===== src/rtl/pack_dst_gen.sv =====
// Stream-packer front end: assigns each kept lane a banyan destination from a running fill pointer.
// Optional PACK_DST_GEN_STATS_EN adds accepted-word and accepted-packet counters.
module pack_dst_gen #(
    parameter int N      = 4,
    parameter int DWIDTH = 8,
    parameter int LOGN   = $clog2(N)
) (
    input  logic                 clk,
    input  logic                 rstn,
    input  logic [N*DWIDTH-1:0]  s_data,
    input  logic [N-1:0]         s_keep,
    input  logic                 s_last,
    input  logic                 s_valid,
    output logic                 s_ready,
    output logic [N*DWIDTH-1:0]  din,
    output logic [N*LOGN-1:0]    dst_in,
    output logic [N-1:0]         in_vld,
    output logic                 beat_full,
    output logic                 flush,
    output logic [LOGN-1:0]      fill_ptr
`ifdef PACK_DST_GEN_STATS_EN
    ,
    output logic [31:0]          stat_words,
    output logic [31:0]          stat_pkts
`endif
);

    typedef enum logic [0:0] {
        ST_RUN   = 1'b0,
        ST_FLUSH = 1'b1
    } state_t;

    state_t                r_state;
    logic                  r_ready;
    logic [N*DWIDTH-1:0]   r_din;
    logic [N*LOGN-1:0]     r_dst;
    logic [N-1:0]          r_vld;
    logic                  r_full;
    logic                  r_flush;
    logic [LOGN-1:0]       r_fill_ptr;

    logic                  w_accept;
    logic [LOGN:0]         w_run;
    logic [LOGN:0]         w_cnt;
    logic [LOGN:0]         w_sum;
    logic [N*LOGN-1:0]     w_dst;

    assign w_accept = s_valid && r_ready;
    assign w_sum    = {1'b0, r_fill_ptr} + w_cnt;

    // Prefix count of kept lanes gives every lane (kept or not) its destination.
    always_comb begin
        w_run = {(LOGN+1){1'b0}};
        w_dst = {(N*LOGN){1'b0}};
        for (int i = 0; i < N; i++) begin
            w_dst[i*LOGN +: LOGN] = r_fill_ptr + w_run[LOGN-1:0];
            w_run = w_run + {{LOGN{1'b0}}, s_keep[i]};
        end
        w_cnt = w_run;
    end

    // Issue register, fill pointer and RUN/FLUSH control.
    always_ff @(posedge clk or negedge rstn) begin
        if (!rstn) begin
            r_state    <= ST_RUN;
            r_ready    <= 1'b0;
            r_din      <= {(N*DWIDTH){1'b0}};
            r_dst      <= {(N*LOGN){1'b0}};
            r_vld      <= {N{1'b0}};
            r_full     <= 1'b0;
            r_flush    <= 1'b0;
            r_fill_ptr <= {LOGN{1'b0}};
        end else begin
            r_vld   <= {N{1'b0}};
            r_full  <= 1'b0;
            r_flush <= 1'b0;
            case (r_state)
                ST_RUN: begin
                    r_ready <= 1'b1;
                    if (w_accept) begin
                        r_din      <= s_data;
                        r_dst      <= w_dst;
                        r_vld      <= s_keep;
                        r_full     <= w_sum[LOGN];
                        r_fill_ptr <= w_sum[LOGN-1:0];
                        // A packet ending mid-row needs one flush slot; ending on a row boundary does not.
                        if (s_last && (w_sum[LOGN-1:0] != {LOGN{1'b0}})) begin
                            r_state <= ST_FLUSH;
                            r_ready <= 1'b0;
                        end else begin
                            r_state <= ST_RUN;
                        end
                    end else begin
                        r_state <= ST_RUN;
                    end
                end
                ST_FLUSH: begin
                    r_flush    <= 1'b1;
                    r_fill_ptr <= {LOGN{1'b0}};
                    r_state    <= ST_RUN;
                    r_ready    <= 1'b1;
                end
                default: begin
                    r_state <= ST_RUN;
                    r_ready <= 1'b0;
                end
            endcase
        end
    end

    assign s_ready   = r_ready;
    assign din       = r_din;
    assign dst_in    = r_dst;
    assign in_vld    = r_vld;
    assign beat_full = r_full;
    assign flush     = r_flush;
    assign fill_ptr  = r_fill_ptr;

`ifdef PACK_DST_GEN_STATS_EN
    logic [31:0] r_stat_words;
    logic [31:0] r_stat_pkts;

    // Free-running wrap-around counters of accepted words and packets.
    always_ff @(posedge clk or negedge rstn) begin
        if (!rstn) begin
            r_stat_words <= 32'd0;
            r_stat_pkts  <= 32'd0;
        end else if (w_accept) begin
            r_stat_words <= r_stat_words + {{(31-LOGN){1'b0}}, w_cnt};
            r_stat_pkts  <= r_stat_pkts + {31'd0, s_last};
        end else begin
            r_stat_words <= r_stat_words;
            r_stat_pkts  <= r_stat_pkts;
        end
    end

    assign stat_words = r_stat_words;
    assign stat_pkts  = r_stat_pkts;
`endif

endmodule


===== config.mk =====
export PLATFORM = sky130hd
export DESIGN_NAME = pack_dst_gen
export DESIGN_NICKNAME = d
export VERILOG_FILES = /design/src/rtl/pack_dst_gen.sv
export SDC_FILE = /design/constraint.sdc
export NUM_CORES = 1
export LEC_CHECK = 0
export ABC_AREA = 1
export CAP_MARGIN = 20
export CORE_AREA = 2 2 63 89
export DETAILED_ROUTE_END_ITERATION = 12
export DIE_AREA = 0 0 65 91
export GPL_TIMING_DRIVEN = 0
export PLACE_DENSITY = 0.78
export SYNTH_ARGS = -nofsm -noshare
export SYNTH_HDL_FRONTEND = slang
export SYNTH_SLANG_ARGS = --single-unit

===== constraint.sdc =====
create_clock -name clk -period 2.1 [get_ports clk]
set_input_delay 0.315 -clock clk [delete_from_list [all_inputs] [get_ports clk]]
set_output_delay 0.315 -clock clk [all_outputs]
set_load 0.005 [all_outputs]

After elaboration in Yosys (flattened, before gate mapping)
Index checks and enable logic that the tools add are counted.
{"block": "word_totals", "regBits": 50, "latch_bits": 0, "ram_bits": 0, "mem_bits_ro": 0, "inputBits": 40, "out_inout_bits": 49, "word_cells": 34, "n_memories": 0}
{"block": "classes", "add_sub_neg": 7, "mul": 0, "div_mod_pow": 0, "n_lt_le_gt_ge": 0, "eq_ne": 1, "n_shift": 0, "mux": 13, "bitwise_logic": 1, "reduce_logical": 4}
{"operator": "$mux 4", "n": 2}
{"operator": "$mux 1", "n": 7}
{"operator": "$add 2x2->2", "n": 2}
{"operator": "$pmux 1 s2", "n": 2}
{"operator": "$pmux 2 s2", "n": 1}
{"operator": "$add 2x1->3", "n": 1}
{"operator": "$add 2x3->3", "n": 1}
{"operator": "$add 3x1->3", "n": 1}
{"operator": "$add 1x1->2", "n": 1}
{"operator": "$add 2x1->2", "n": 1}
{"operator": "$logic_and 1x1->1", "n": 2}
{"operator": "$mux 2", "n": 1}
{"operator": "$ne 2x2->1 const B", "n": 1}
{"operator": "$reduce_and 2->1", "n": 1}
{"operator": "$reduce_bool 2->1", "n": 1}
{"operator": "$not 1->1", "n": 1}

Longest topological paths before layout
{"block": "depth", "word_depth": 9, "mapped_depth": 8}

Worst setup path after synthesis
Ideal clock, no wire load.
{"block": "synth_timing", "kind": "in2reg", "startpoint": "input port s_keep[0]", "endpoint": "register r_ready (netlist: s_ready)", "t_arrival_ps": 1987, "required_time_ps": 1982, "slack_ps": -5, "stages": 8, "n_path_buf": 0, "cell_sequence": "fa_1 inv_1 fa_1 fa_1 nand2_1 nand2_1 nor2_1 inv_1"}
{"block": "synth_via", "elab_chain_cells": 9}
{"item": "from (decl)", "line_no": "11", "source": "input logic [N-1:0] s_keep,"}
{"item": "$add 1x1->2", "line_no": "57", "source": "w_run = w_run + {{LOGN{1'b0}}, s_keep[i]};"}
{"item": "$add 2x1->3", "line_no": "57"}
{"item": "$add 3x1->3", "line_no": "57"}
{"item": "$add 2x3->3", "line_no": "49", "source": "assign w_sum = {1'b0, r_fill_ptr} + w_cnt;"}
{"item": "$reduce_bool 2->1", "line_no": "87", "source": "if (s_last && (w_sum[LOGN-1:0] != {LOGN{1'b0}})) begin"}
{"item": "$logic_and 1x1->1", "line_no": "87"}
{"item": "$mux 1", "line_no": "87"}
{"item": "$mux 1", "line_no": "80", "source": "if (w_accept) begin"}
{"item": "$pmux 1 s2", "line_no": "77", "source": "case (r_state)"}
{"item": "to (signal assigned)", "line_no": "79", "source": "r_ready <= 1'b1;"}
{"item": "to (signal assigned)", "line_no": "89", "source": "r_ready <= 1'b0;"}
{"item": "to (signal assigned)", "line_no": "101", "source": "r_ready <= 1'b1;"}
{"item": "to (decl)", "line_no": "34", "source": "logic r_ready;"}
Every way passes these cells.
A chain may end at the register's enable or synchronous reset.

Worst setup path after layout
{"block": "layout_timing", "startpoint": "input port s_keep[2]", "endpoint": "register r_ready (netlist: s_ready)"}
{"block": "layout_via", "elab_chain_cells": 8}
{"item": "$add 2x1->3", "line_no": "57"}
{"item": "$add 3x1->3", "line_no": "57"}
{"item": "$add 2x3->3", "line_no": "49"}
{"item": "$reduce_bool 2->1", "line_no": "87"}
{"item": "$logic_and 1x1->1", "line_no": "87"}
{"item": "$mux 1", "line_no": "87"}
{"item": "$mux 1", "line_no": "80"}
{"item": "$pmux 1 s2", "line_no": "77"}
Every way passes these cells.

==> impl_results.md <==
* Status: finished clean
* Setup ws final at 0.131 ns
* Share of layout cells above drive strength 1 at 9.69%
* First DRT Iteration DRCs at 70
* Cts bufs inserted at 5
* Final setup fails at 0
* CP max-delay cell: fa_1
* Post-route cell area at 3170 um2
* Vias in the first global route at 1686
* XOR/XNOR share of the synthesized area at 1.27%
* H-tree depth at 2
* CTS root buf: clkbuf_8
* Clock Latency Late Sink at 0.29 ns
* RSZ-0062 raised after global routing: false
* Die area at 5920 um2
* Power per cell area at 1170 nW/um2
* Pin count of the biggest net entering global routing at 39
* Syn nets at 270
* Vias per inst at 4.40
* IO Port Bufs at 88
* Hold Slack at 0.260 ns
* Number of flops mapped to enable cells by yosys at 0
* Routed via count at 1698
* CP max stage delay at 0.56 ns
* Hold Fails Final Rpt at 0
* Site Rows at 31
* Clock Sinks at 50
* Remaining global-route overflow at 0
* Initial core utilization at 40.8%
* Cell Area, Placed at 3050 um2
* Async S/R FF share, synth at 100%
* First-pass detailed-route iteration total at 4
* Cell with the most instances after synthesis: nand2_1
* Final period utilization at 93.7%
* Core Box Area at 5080 um2
* Die width at 65 um
* CP required at 2.29 ns
* Hold Crit Depth at 3
* Final Power at 3.70 mW
* Synth-to-layout area growth at 53.0%
* CP arrival at 2.16 ns
* Dominant synthesized flop cell: dfrtp_1
* Post-synthesis mux area share at 0%
* Initial antenna violation count at 0
* Tmin final at 1.97 ns
* Crit path cell chain: clkbuf_2 -> fa_1 -> inv_1 -> fa_2 -> fa_1 -> nand2_1 -> nand2_1 -> nor2_2 -> inv_1
* Type of the worst min-delay path: in -> reg
* Largest family of logic cells by synthesized area: simple AND/OR/NAND/NOR gates
* Placed cells at 375
* Finished Layout Cells at 386
* Dpl ws at -0.684 ns
* Routed Antenna Nets at 0
* Slew headroom at 78.4%
* Crit end category: flop
* Seq/Total Area, Yosys at 60.4%
* Warnings, synthesis at 0
* Max-cap viol count at 0
* Leakage at 1.59 nW
* CTS clk-pin slew, worst paths at 0.09 ns
* Fin Clk Skew at 0.00685 ns
* First-pass GRT wire length at 7420 um
* #FFs+latches synth at 50
* GRT Total Usage at 16.1%
* CP Max Fanout at 3
* Startpoint types: primary input
* GP Congestion at 0.773
* Area contributors post-synth: dfrtp_1 60%, nand2_1 21%, ha_1 4.2%
* Adder-cell area share of the yosys netlist at 7.12%
* Synth cell types at 16
* Routed WL at 4530 um
* Worst r2r path cells at 7
* CP Class: in -> reg
* # IOs at 89
* Slew @ Worst Pin at 0.324 ns
* Nets at 369
* Max VDD drop at 0.608 mV
* Syn avg cell area at 9.42 um2
* Clock tree buffer depth at 2
* F_max at 508 MHz
* Pins Over Slew Limit at 0
* Synth top cells by count: 118 x nand2_1, 50 x dfrtp_1, 11 x inv_1, 7 x ha_1
* Synth Instances at 220
* Drc violations at 0
* CTS tree: built
* Top cell type's share of synthesized area at 60.4%
* Cell Area, Synth at 2070 um2
* DP HPWL at 3500 um
* Post-synthesis simple-gate area fraction at 24.2%
* Avg WL per Cell at 11.7 um
* Diodes inserted at 0
* Yosys top cell by area: dfrtp_1
* Die Y at 91 um
* Synth Area in Compound Gates at 1.57%
per-stage QoR:
stage                     utilization [%]  setup TNS [ns]
final                                62.4               0
after global routing                 62.4               0
after CTS                            62.7               0
after detailed placement             60.1           -2.40
after global placement               59.8          -38.51
after floorplan                         -               0
per-layer routing:
| layer | global-route usage (%) | wire [um] | up-vias |
|---|---|---|---|
| met4 | 3.72 | 27 | 0 |
| met5 | 0 | 0 | - |
| met3 | 5.70 | 380 | 2 |
| met2 | 28.6 | 2360 | 65 |
| li1 | - | - | 855 |
| met1 | 18.1 | 1760 | 776 |
power by group:
group | switching, mW | internal [mW]
Combinational | 0.637 | 0.946
Sequential | 0.204 | 1.31
Clock | 0.301 | 0.302
Total | 1.14 | 2.56
cell type report:
cell class / count / area, um2
buffer: 10 / 65.1
clock buffer: 7 / 96.3
clock inverter: 1 / 8.76
fill: 452 / 1910
inverter: 13 / 48.8
multi-input combinational: 147 / 713
sequential: 50 / 1250
tap: 66 / 82.6
timing repair buffer: 92 / 906
worst max-delay path: cells and delay by family:
kind	cells	cell delay (ns)
buffers and inverters	3	0.21
and+or+nand+nor	3	0.27
adders and majority gates	3	1.34
flip-flops by register name, indices dropped and copies added, names as in the netlist:
name,cells
r_state,1
beat_full,1
s_ready,1
in_vld,4
din,32
dst_in,8
fill_ptr,2
flush,1
layout by cell type, fill, tap and decap left out, drive strengths merged:
master         Yosys  routed
dfrtp             50      50
dlygate4sd3        0       1
xnor2              2       2
nand3              2       2
clkinv             0       1
nand2            119     119
buf               10      15
inv               13      13
o21ai              4       4
o22ai              2       2
nor2               7       7
fa                 3       3
ha                 7       7
xor2               1       1
clkbuf             0       9
clkdlybuf4s50      0      84
repair_timing:
action / 4_1_cts / 5_1_grt
pin swaps: 2 / 4
buffers inserted: 2 / 0
resized for setup: 7 / 5
hold endpoints to repair: 12 / 0
hold buffers: 1 / 0
endpoints found under the setup margin: 4 / 2
cells by family after synthesis:
group           count (synthesis)
buf+inv                        23
xor+xnor                        3
flops                          50
compound gates                  6
simple gates                  128
fa+ha+maj                      10
final timing paths:
| check | slack [ns] | to | start |
|---|---|---|---|
| min in group asynchronous | 0.45 | in_vld[3] | rstn |
| max reg2reg | 0.30 | s_ready | fill_ptr[0] |
| max in group asynchronous | 1.16 | dst_in[4] | rstn |
| max | 0.13 | s_ready | s_keep[2] |
| min | 0.26 | in_vld[1] | s_keep[1] |
| min reg2reg | 0.47 | din[6] | din[6] |
Note: power is estimated with default switching activity, not from simulation.
